==> config.mk <==
export PLATFORM = sky130hd
export DESIGN_NAME = mem_stage_lsu_flat
export DESIGN_NICKNAME = d
export VERILOG_FILES = /design/src/rtl/mem_stage_lsu_if.sv /design/src/rtl/mem_stage_lsu.sv /design/src/flat_wrapper.sv
export SDC_FILE = /design/constraint.sdc
export NUM_CORES = 1
export LEC_CHECK = 0
export ABC_AREA = 0
export CAP_MARGIN = 15
export CORE_ASPECT_RATIO = 0.6
export CORE_MARGIN = 2
export CORE_UTILIZATION = 45
export DETAILED_ROUTE_END_ITERATION = 8
export GPL_TIMING_DRIVEN = 0
export PLACE_DENSITY = 0.87
export SYNTH_ARGS = -nofsm -noshare
export SYNTH_HDL_FRONTEND = slang
export SYNTH_SLANG_ARGS = --single-unit
==> constraint.sdc <==
create_clock -name clk -period 4.84 [get_ports clk]
set_input_delay 0.484 -clock clk [delete_from_list [all_inputs] [get_ports clk]]
set_output_delay 0.484 -clock clk [all_outputs]
set_load 0.05 [all_outputs]
==> src/rtl/mem_stage_lsu_if.sv <==
// Data-memory port between the memory stage (master) and the data memory (slave):
// a registered request with a grant, followed by a read response for loads.
interface mem_stage_lsu_if;
  logic        dmem_req;
  logic        dmem_we;
  logic [31:0] dmem_addr;
  logic [3:0]  dmem_be;
  logic [31:0] dmem_wdata;
  logic        dmem_gnt;
  logic        dmem_rvalid;
  logic [31:0] dmem_rdata;

  modport master (
    output dmem_req, dmem_we, dmem_addr, dmem_be, dmem_wdata,
    input  dmem_gnt, dmem_rvalid, dmem_rdata
  );

  modport slave (
    input  dmem_req, dmem_we, dmem_addr, dmem_be, dmem_wdata,
    output dmem_gnt, dmem_rvalid, dmem_rdata
  );
endinterface

==> src/rtl/mem_stage_lsu.sv <==
// Memory stage: E->M pipeline register plus a load/store FSM driving the data-memory port,
// with lane steering, load extension, misalignment detection and an access timeout.
module mem_stage_lsu #(
  parameter int unsigned TIMEOUT = 255
) (
  input  logic        clk,
  input  logic        reset,
  input  logic        flushM,
  input  logic [31:0] ALUResultE,
  input  logic [31:0] WriteDataE,
  input  logic [4:0]  RdE,
  input  logic [31:0] PCplus4E,
  input  logic        RegWriteE,
  input  logic        MemReadE,
  input  logic        MemWriteE,
  input  logic [2:0]  Funct3E,
  input  logic [1:0]  ResultSrcE,
  output logic [31:0] ALUResultM,
  output logic [4:0]  RdM,
  output logic [31:0] PCplus4M,
  output logic [1:0]  ResultSrcM,
  output logic        RegWriteM,
  output logic [31:0] ReadDataM,
  output logic        stallM,
  output logic        misalignM,
  output logic        busErrM,
  mem_stage_lsu_if.master dmem
);

  typedef enum logic [2:0] {
    S_IDLE  = 3'd0,
    S_REQ   = 3'd1,
    S_WAIT  = 3'd2,
    S_DONE  = 3'd3,
    S_ABORT = 3'd4
  } state_e;

  localparam logic [15:0] TO_LAST = 16'(TIMEOUT - 32'd1);

  function automatic logic is_misaligned(input logic [2:0] f3, input logic [1:0] a);
    logic r;
    case (f3)
      3'b000, 3'b100: r = 1'b0;
      3'b001, 3'b101: r = a[0];
      3'b010:         r = (a != 2'b00);
      default:        r = 1'b1;
    endcase
    return r;
  endfunction

  function automatic logic [3:0] lane_be(input logic [2:0] f3, input logic [1:0] a);
    logic [3:0] be;
    case (f3[1:0])
      2'b00:   be = 4'b0001 << a;
      2'b01:   be = a[1] ? 4'b1100 : 4'b0011;
      default: be = 4'b1111;
    endcase
    return be;
  endfunction

  function automatic logic [31:0] lane_wdata(input logic [2:0] f3, input logic [31:0] d);
    logic [31:0] w;
    case (f3[1:0])
      2'b00:   w = {4{d[7:0]}};
      2'b01:   w = {2{d[15:0]}};
      default: w = d;
    endcase
    return w;
  endfunction

  function automatic logic [31:0] load_ext(input logic [2:0] f3, input logic [1:0] a,
                                           input logic [31:0] w);
    logic [7:0]  b;
    logic [15:0] h;
    logic [31:0] r;
    case (a)
      2'b00:   b = w[7:0];
      2'b01:   b = w[15:8];
      2'b10:   b = w[23:16];
      default: b = w[31:24];
    endcase
    h = a[1] ? w[31:16] : w[15:0];
    case (f3)
      3'b000:  r = {{24{b[7]}}, b};
      3'b100:  r = {24'd0, b};
      3'b001:  r = {{16{h[15]}}, h};
      3'b101:  r = {16'd0, h};
      default: r = w;
    endcase
    return r;
  endfunction

  state_e      state_q;
  logic [15:0] cnt_q;

  logic [31:0] alu_q, alu_d;
  logic [31:0] wd_q, wd_d;
  logic [4:0]  rd_q, rd_d;
  logic [31:0] pc4_q, pc4_d;
  logic        regwrite_q, regwrite_d;
  logic        memread_q, memread_d;
  logic        memwrite_q, memwrite_d;
  logic [2:0]  funct3_q, funct3_d;
  logic [1:0]  rsrc_q, rsrc_d;

  logic        stall_q, misalign_q, buserr_q;
  logic [31:0] rdata_q;
  logic        req_q, we_q;
  logic [31:0] addr_q, wdata_q;
  logic [3:0]  be_q;

  logic        memop_q_s, mis_q_s, memop_d_s, mis_d_s;

  // Next contents of the M register: advance (or bubble) only when not stalled.
  always_comb begin
    alu_d      = alu_q;
    wd_d       = wd_q;
    rd_d       = rd_q;
    pc4_d      = pc4_q;
    regwrite_d = regwrite_q;
    memread_d  = memread_q;
    memwrite_d = memwrite_q;
    funct3_d   = funct3_q;
    rsrc_d     = rsrc_q;
    if (!stall_q) begin
      if (flushM) begin
        alu_d      = 32'd0;
        wd_d       = 32'd0;
        rd_d       = 5'd0;
        pc4_d      = 32'd0;
        regwrite_d = 1'b0;
        memread_d  = 1'b0;
        memwrite_d = 1'b0;
        funct3_d   = 3'd0;
        rsrc_d     = 2'd0;
      end else begin
        alu_d      = ALUResultE;
        wd_d       = WriteDataE;
        rd_d       = RdE;
        pc4_d      = PCplus4E;
        regwrite_d = RegWriteE;
        memread_d  = MemReadE;
        memwrite_d = MemWriteE;
        funct3_d   = Funct3E;
        rsrc_d     = ResultSrcE;
      end
    end else begin
      alu_d = alu_q;
    end
  end

  assign memop_q_s = memread_q | memwrite_q;
  assign mis_q_s   = is_misaligned(funct3_q, alu_q[1:0]);
  assign memop_d_s = memread_d | memwrite_d;
  assign mis_d_s   = is_misaligned(funct3_d, alu_d[1:0]);

  // M register and load/store FSM; status outputs are computed one edge ahead so they are registered.
  always_ff @(posedge clk) begin
    if (!reset) begin
      state_q    <= S_IDLE;
      cnt_q      <= 16'd0;
      alu_q      <= 32'd0;
      wd_q       <= 32'd0;
      rd_q       <= 5'd0;
      pc4_q      <= 32'd0;
      regwrite_q <= 1'b0;
      memread_q  <= 1'b0;
      memwrite_q <= 1'b0;
      funct3_q   <= 3'd0;
      rsrc_q     <= 2'd0;
      stall_q    <= 1'b0;
      misalign_q <= 1'b0;
      buserr_q   <= 1'b0;
      rdata_q    <= 32'd0;
      req_q      <= 1'b0;
      we_q       <= 1'b0;
      addr_q     <= 32'd0;
      be_q       <= 4'd0;
      wdata_q    <= 32'd0;
    end else begin
      alu_q      <= alu_d;
      wd_q       <= wd_d;
      rd_q       <= rd_d;
      pc4_q      <= pc4_d;
      regwrite_q <= regwrite_d;
      memread_q  <= memread_d;
      memwrite_q <= memwrite_d;
      funct3_q   <= funct3_d;
      rsrc_q     <= rsrc_d;
      misalign_q <= 1'b0;
      buserr_q   <= 1'b0;
      case (state_q)
        S_IDLE: begin
          cnt_q <= 16'd0;
          if (memop_q_s && !mis_q_s) begin
            state_q <= S_REQ;
            stall_q <= 1'b1;
            req_q   <= 1'b1;
            we_q    <= memwrite_q;
            addr_q  <= {alu_q[31:2], 2'b00};
            be_q    <= lane_be(funct3_q, alu_q[1:0]);
            wdata_q <= lane_wdata(funct3_q, wd_q);
          end else begin
            state_q    <= S_IDLE;
            stall_q    <= memop_d_s & ~mis_d_s;
            misalign_q <= memop_d_s & mis_d_s;
          end
        end
        S_REQ: begin
          if (dmem.dmem_gnt) begin
            req_q   <= 1'b0;
            we_q    <= 1'b0;
            addr_q  <= 32'd0;
            be_q    <= 4'd0;
            wdata_q <= 32'd0;
            cnt_q   <= 16'd0;
            if (we_q) begin
              state_q <= S_DONE;
              stall_q <= 1'b0;
            end else begin
              state_q <= S_WAIT;
            end
          end else if (cnt_q == TO_LAST) begin
            state_q  <= S_ABORT;
            buserr_q <= 1'b1;
            stall_q  <= 1'b0;
            req_q    <= 1'b0;
            we_q     <= 1'b0;
            addr_q   <= 32'd0;
            be_q     <= 4'd0;
            wdata_q  <= 32'd0;
            cnt_q    <= 16'd0;
          end else begin
            cnt_q <= cnt_q + 16'd1;
          end
        end
        S_WAIT: begin
          if (dmem.dmem_rvalid) begin
            rdata_q <= load_ext(funct3_q, alu_q[1:0], dmem.dmem_rdata);
            state_q <= S_DONE;
            stall_q <= 1'b0;
            cnt_q   <= 16'd0;
          end else if (cnt_q == TO_LAST) begin
            state_q  <= S_ABORT;
            buserr_q <= 1'b1;
            stall_q  <= 1'b0;
            cnt_q    <= 16'd0;
          end else begin
            cnt_q <= cnt_q + 16'd1;
          end
        end
        S_DONE, S_ABORT: begin
          state_q    <= S_IDLE;
          cnt_q      <= 16'd0;
          stall_q    <= memop_d_s & ~mis_d_s;
          misalign_q <= memop_d_s & mis_d_s;
        end
        default: begin
          state_q <= S_IDLE;
          cnt_q   <= 16'd0;
          stall_q <= 1'b0;
          req_q   <= 1'b0;
          we_q    <= 1'b0;
          addr_q  <= 32'd0;
          be_q    <= 4'd0;
          wdata_q <= 32'd0;
        end
      endcase
    end
  end

  assign ALUResultM = alu_q;
  assign RdM        = rd_q;
  assign PCplus4M   = pc4_q;
  assign ResultSrcM = rsrc_q;
  assign RegWriteM  = regwrite_q & ~misalign_q & ~buserr_q;
  assign ReadDataM  = rdata_q;
  assign stallM     = stall_q;
  assign misalignM  = misalign_q;
  assign busErrM    = buserr_q;

  assign dmem.dmem_req   = req_q;
  assign dmem.dmem_we    = we_q;
  assign dmem.dmem_addr  = addr_q;
  assign dmem.dmem_be    = be_q;
  assign dmem.dmem_wdata = wdata_q;

endmodule
==> src/flat_wrapper.sv <==
// flat-port wrapper written by rule: the top's interface ports become plain ports
module mem_stage_lsu_flat 
#(
  parameter int unsigned TIMEOUT = 255
)
  (clk, reset, flushM, ALUResultE, WriteDataE, RdE, PCplus4E, RegWriteE, MemReadE, MemWriteE, Funct3E, ResultSrcE, ALUResultM, RdM, PCplus4M, ResultSrcM, RegWriteM, ReadDataM, stallM, misalignM, busErrM, dmem_dmem_req, dmem_dmem_we, dmem_dmem_addr, dmem_dmem_be, dmem_dmem_wdata, dmem_dmem_gnt, dmem_dmem_rvalid, dmem_dmem_rdata);
  mem_stage_lsu_if dmem_i ();
  input  logic clk;
  input  logic reset;
  input  logic flushM;
  input  logic [31:0] ALUResultE;
  input  logic [31:0] WriteDataE;
  input  logic [4:0] RdE;
  input  logic [31:0] PCplus4E;
  input  logic RegWriteE;
  input  logic MemReadE;
  input  logic MemWriteE;
  input  logic [2:0] Funct3E;
  input  logic [1:0] ResultSrcE;
  output logic [31:0] ALUResultM;
  output logic [4:0] RdM;
  output logic [31:0] PCplus4M;
  output logic [1:0] ResultSrcM;
  output logic RegWriteM;
  output logic [31:0] ReadDataM;
  output logic stallM;
  output logic misalignM;
  output logic busErrM;
  output wire logic [$bits(dmem_i.dmem_req)-1:0] dmem_dmem_req;
  output wire logic [$bits(dmem_i.dmem_we)-1:0] dmem_dmem_we;
  output wire logic [$bits(dmem_i.dmem_addr)-1:0] dmem_dmem_addr;
  output wire logic [$bits(dmem_i.dmem_be)-1:0] dmem_dmem_be;
  output wire logic [$bits(dmem_i.dmem_wdata)-1:0] dmem_dmem_wdata;
  input wire logic [$bits(dmem_i.dmem_gnt)-1:0] dmem_dmem_gnt;
  input wire logic [$bits(dmem_i.dmem_rvalid)-1:0] dmem_dmem_rvalid;
  input wire logic [$bits(dmem_i.dmem_rdata)-1:0] dmem_dmem_rdata;
  assign dmem_dmem_req = dmem_i.dmem_req;
  assign dmem_dmem_we = dmem_i.dmem_we;
  assign dmem_dmem_addr = dmem_i.dmem_addr;
  assign dmem_dmem_be = dmem_i.dmem_be;
  assign dmem_dmem_wdata = dmem_i.dmem_wdata;
  assign dmem_i.dmem_gnt = dmem_dmem_gnt;
  assign dmem_i.dmem_rvalid = dmem_dmem_rvalid;
  assign dmem_i.dmem_rdata = dmem_dmem_rdata;
  mem_stage_lsu #(.TIMEOUT(TIMEOUT)) u_core (.clk(clk), .reset(reset), .flushM(flushM), .ALUResultE(ALUResultE), .WriteDataE(WriteDataE), .RdE(RdE), .PCplus4E(PCplus4E), .RegWriteE(RegWriteE), .MemReadE(MemReadE), .MemWriteE(MemWriteE), .Funct3E(Funct3E), .ResultSrcE(ResultSrcE), .ALUResultM(ALUResultM), .RdM(RdM), .PCplus4M(PCplus4M), .ResultSrcM(ResultSrcM), .RegWriteM(RegWriteM), .ReadDataM(ReadDataM), .stallM(stallM), .misalignM(misalignM), .busErrM(busErrM), .dmem(dmem_i));
endmodule
==> impl_table.tex <==
\begin{tabular}{lr}
\hline
Metric & Value \\
\hline
\multicolumn{2}{l}{\textbf{Outcome}} \\
\quad Run status & finished clean \\
\multicolumn{2}{l}{\textbf{Clock tree}} \\
\quad Post-CTS sizing & 0 \\
\quad Worst-Skew Late Latency & 510 ps \\
\quad Hold Buf Count CTS & 0 \\
\quad Post-CTS Setup Bufs & 0 \\
\quad H-tree depth & 1 \\
\quad Clock tree from TritonCTS & done \\
\quad Clock Root Buffer & sky130\_fd\_sc\_hd\_\_clkbuf\_16 \\
\quad Largest buffer count on any clock path & 3 \\
\quad Number of sinks handled by clock tree synthesis & 231 \\
\quad Clock transition at the registers of the reported paths & 70 ps \\
\quad Cts bufs inserted & 22 \\
\multicolumn{2}{l}{\textbf{Routing}} \\
\quad Post-route DRC & 0 \\
\quad Count of routing violations after the opening detailed-route iteration & 826 \\
\quad Wire length per cell after detailed routing & 20.1 microns \\
\quad Drt first pass iters & 5 \\
\quad Total wirelength of the detailed-routed design & 31.5 mm \\
\quad Remaining antenna violation count after routing & 0 \\
\quad Via-to-Cell Ratio & 5.64 \\
\quad Detailed-route via count & 8857 \\
\multicolumn{2}{l}{\textbf{Placement}} \\
\quad Sum of net half-perimeters after detailed placement & 23.8 mm \\
\quad GPL Wtd Cong & 0.959 \\
\quad Number of buffers added on ports & 320 \\
\quad Post-DP Area & 12700 sq um \\
\multicolumn{2}{l}{\textbf{GRT}} \\
\quad Number of global-route vias before repair & 8407 \\
\quad Initial antenna violation count & 0 \\
\quad First-pass GRT wire length & 47.0 mm \\
\quad Overall routing resource usage & 27.9\% \\
\quad Largest net degree at the start of global routing & 17 \\
\quad Overflow left after global routing & 0 \\
\multicolumn{2}{l}{\textbf{STA}} \\
\quad Setup repair after global routing missed its margin & false \\
\quad F\_max & 338 MHz \\
\quad Max-slew violation count & 0 \\
\quad Number of setup violations in the final report & 0 \\
\quad Final hold violation count & 0 \\
\quad Clock skew & 22.0 ps \\
\quad Tightest hold margin & 458 ps \\
\quad Worst-Margin Slew & 953 ps \\
\quad Tmin final & 2960 ps \\
\quad Ratio of final minimum period to clock period & 61.1\% \\
\quad Total Neg Setup Slack & 0 ps \\
\quad Max-Slew Margin vs Limit & 36.3\% \\
\multicolumn{2}{l}{\textbf{Critical path}} \\
\quad Data arrival, critical path & 3400 ps \\
\quad CP peak stage delay & 800 ps \\
\quad Cells along the critical path & clkdlybuf4s50\_1, nor2\_1, clkbuf\_1, buf\_1, a22oi\_1, nor2b\_1 \\
\quad Top Family by Delay on Critical Path & buffers and inverters \\
\quad Required time of the critical path & 5280 ps \\
\quad CP max-delay cell & sky130\_fd\_sc\_hd\_\_nor2\_1 \\
\quad Buffer and inverter count on the worst path & 3 \\
\quad Largest fanout of any net on the critical path & 10 \\
\quad Kind of critical path & input port to flip-flop \\
\quad Kind of start point of the critical path & input port \\
\quad Nature of the critical path endpoint & flip-flop \\
\multicolumn{2}{l}{\textbf{Final layout}} \\
\quad Final instance area & 13300 sq um \\
\quad Area growth, synth to finish & 46.2\% \\
\quad Most frequent standard cell in the layout excluding fill and tap cells & sky130\_fd\_sc\_hd\_\_clkdlybuf4s50\_1 \\
\quad Net total in the final layout & 1429 \\
\quad Top library cells by usage in the layout, fill and taps aside & sky130\_fd\_sc\_hd\_\_clkdlybuf4s50\_1 (320), sky130\_fd\_sc\_hd\_\_dfxtp\_1 (231), sky130\_fd\_sc\_hd\_\_a22oi\_1 (114) \\
\quad Fraction of layout instances using a drive strength above 1 & 5.09\% \\
\quad Sequential cell area & 4620 sq um \\
\quad Diodes inserted & 0 \\
\quad Area of the multi-input gates & 4080 sq um \\
\quad Number of fill cells & 1620 \\
\multicolumn{2}{l}{\textbf{Synth}} \\
\quad Cell variety after synth & 63 \\
\quad Register area share after synthesis & 50.7\% \\
\quad Compound-cell area share of the yosys netlist & 24.3\% \\
\quad Number of standard cells after synthesis & 936 \\
\quad Share of flip-flops with an asynchronous set or reset after synthesis & 0\% \\
\quad Mux contribution to synthesized area & 3.65\% \\
\quad Post-synthesis average cell area & 9.75 sq um \\
\quad Fraction of the mapped netlist area in simple logic gates & 15.3\% \\
\quad Post-synthesis instance area & 9120 sq um \\
\quad \#FFs+latches synth & 231 \\
\quad Count of flip-flops with a built-in enable after synthesis & 0 \\
\quad Primary FF master, synth & sky130\_fd\_sc\_hd\_\_dfxtp\_1 \\
\quad Main combinational cell family by area after synthesis & compound AO/OA/AOI/OAI gates \\
\quad YS warnings & 0 \\
\quad Post-synthesis share of cell area spent on full adders, half adders and majority gates & 0.274\% \\
\quad Fraction of synthesized cell area in xor and xnor cells & 1.06\% \\
\multicolumn{2}{l}{\textbf{Pwr}} \\
\quad LEAKAGE & 0.00468 uW \\
\quad NetSw & 1510 uW \\
\quad Proportion of power drawn by combinational gates & 23.2\% \\
\quad Clock network fraction of total power & 33.7\% \\
\quad Power density cells & 361 nW/um\^{}2 \\
\quad Part of the power in registers & 43.0\% \\
\quad Largest voltage drop on the vdd net & 0.000235 V \\
\quad Total internal power & 3310 uW \\
\quad Switching fraction of total power & 31.4\% \\
\multicolumn{2}{l}{\textbf{Die}} \\
\quad Die outline area & 21500 sq um \\
\quad Number of standard-cell rows in the floorplan & 40 \\
\quad Core ar. & 19900 sq um \\
\quad Die height & 114 microns \\
\quad Initial cell density of the core & 45.8\% \\
\quad Chip width & 188 microns \\
\quad IO Count & 323 \\
\multicolumn{2}{l}{\textbf{Job}} \\
\quad Number of maximum-capacitance violations & 0 \\
\multicolumn{2}{l}{\textbf{Min path}} \\
\quad Class of the most critical hold timing path & flip-flop to flip-flop \\
\hline
\end{tabular}
==> state kept, by name, summed over array words and instances, names as in the netlist, 5 cells and up <==
register,flops
u_core.ALUResultM,32
u_core.PCplus4M,32
u_core.ReadDataM,32
u_core.dmem.dmem_wdata,32
u_core.wd_q,32
u_core.dmem.dmem_addr,30
u_core.cnt_q,16
u_core.RdM,5
==> logic make-up after synthesis <==
kind of cell,after synthesis
adder cells (fa/ha/maj),2
AO/OA/AOI/OAI,307
flip-flops,231
XOR/XNOR,11
buffers and inverters,96
AND/OR/NAND/NOR,256
multiplexers,32
other,1
==> power by group through the flow <==
| stage | clock network, uW | registers (uW) | logic (uW) |
|---|---|---|---|
| finish | 1630 | 2080 | 1120 |
| global route | 1730 | 2080 | 1180 |
| CTS | 1650 | 2070 | 1110 |
| detailed placement | 0 | 2110 | 1110 |
| global placement | 0 | 2110 | 1090 |
| floorplan | 0 | 2340 | 421 |
==> per-layer routing <==
| metal | track usage [%] | up-vias | routed length [microns] |
|---|---|---|---|
| li1 | - | 4120 | - |
| met1 | 38.1 | 4216 | 13800 |
| met2 | 43.4 | 478 | 13700 |
| met3 | 8.34 | 43 | 3240 |
| met4 | 7.51 | 0 | 714 |
| met5 | 0 | - | 0 |
==> worst paths after layout <==
check	startpoint	to	slack, ps	cells after the start
worst max-delay path	flushM	u_core.ALUResultM[22]	1880	6
worst min-delay path	u_core.dmem.dmem_be[1]	u_core.dmem.dmem_be[1]	460	2
worst max register to register	u_core.stallM	u_core.ALUResultM[22]	2130	5
worst min register to register	u_core.dmem.dmem_be[1]	u_core.dmem.dmem_be[1]	460	2
==> worst reg2reg max path: cells and delay by family, from the launching register on <==
family          cells  cell delay [ps]
compound gates      1              170
buf+inv             2             1220
flops               1              350
simple gates        2              910
==> Yosys cell counts, types with 3 or more instances <==
| master | n | share of area [%] |
|---|---|---|
| sky130_fd_sc_hd__nor3b_1 | 4 | 0.33 |
| sky130_fd_sc_hd__dfxtp_1 | 231 | 51 |
| sky130_fd_sc_hd__or3b_2 | 3 | 0.29 |
| sky130_fd_sc_hd__nor2_1 | 39 | 1.6 |
| sky130_fd_sc_hd__xor2_1 | 6 | 0.58 |
| sky130_fd_sc_hd__xnor2_1 | 5 | 0.48 |
| sky130_fd_sc_hd__nor2b_1 | 112 | 7.7 |
| sky130_fd_sc_hd__buf_1 | 7 | 0.29 |
| sky130_fd_sc_hd__a32o_1 | 40 | 4.4 |
| sky130_fd_sc_hd__mux2i_1 | 31 | 3.4 |
| sky130_fd_sc_hd__a21oi_1 | 40 | 2.2 |
| sky130_fd_sc_hd__buf_2 | 13 | 0.71 |
| sky130_fd_sc_hd__or3_1 | 3 | 0.21 |
| sky130_fd_sc_hd__a22o_1 | 9 | 0.86 |
| sky130_fd_sc_hd__clkbuf_1 | 63 | 2.6 |
| sky130_fd_sc_hd__o21ai_0 | 48 | 2.6 |
| sky130_fd_sc_hd__nand2_1 | 58 | 2.4 |
| sky130_fd_sc_hd__inv_1 | 5 | 0.21 |
| sky130_fd_sc_hd__a221oi_1 | 6 | 0.58 |
| sky130_fd_sc_hd__o22ai_1 | 27 | 1.9 |
| sky130_fd_sc_hd__o31ai_1 | 3 | 0.25 |
| sky130_fd_sc_hd__buf_6 | 5 | 0.62 |
| sky130_fd_sc_hd__nand4_1 | 6 | 0.41 |
| sky130_fd_sc_hd__a22oi_1 | 114 | 9.4 |
| sky130_fd_sc_hd__nand3_1 | 6 | 0.33 |
==> metrics by stage <==
stage / cells / utilization (%) / worst slack (ps) / total power, uW
after floorplan: 937 / - / 2620 / 2760
after global placement: 1530 / 63.6 / 1550 / 3200
after detailed placement: 1530 / 63.6 / 1420 / 3220
after CTS: 1569 / 67.0 / 1940 / 4840
after global routing: 1569 / 67.0 / 1730 / 4990
final: 1569 / 67.0 / 1880 / 4820
==> area by class of cell <==
class | count | share of cell area [%]
repair buffers | 320 | 24.0
plain buffers | 90 | 2.99
multi-input cells | 610 | 30.6
clock inverters | 9 | 0.441
well taps | 273 | 2.56
inverters | 6 | 0.169
flip-flops and latches | 231 | 34.7
clock buffers | 30 | 4.59
No activity file was read; power rests on OpenSTA's default activity.
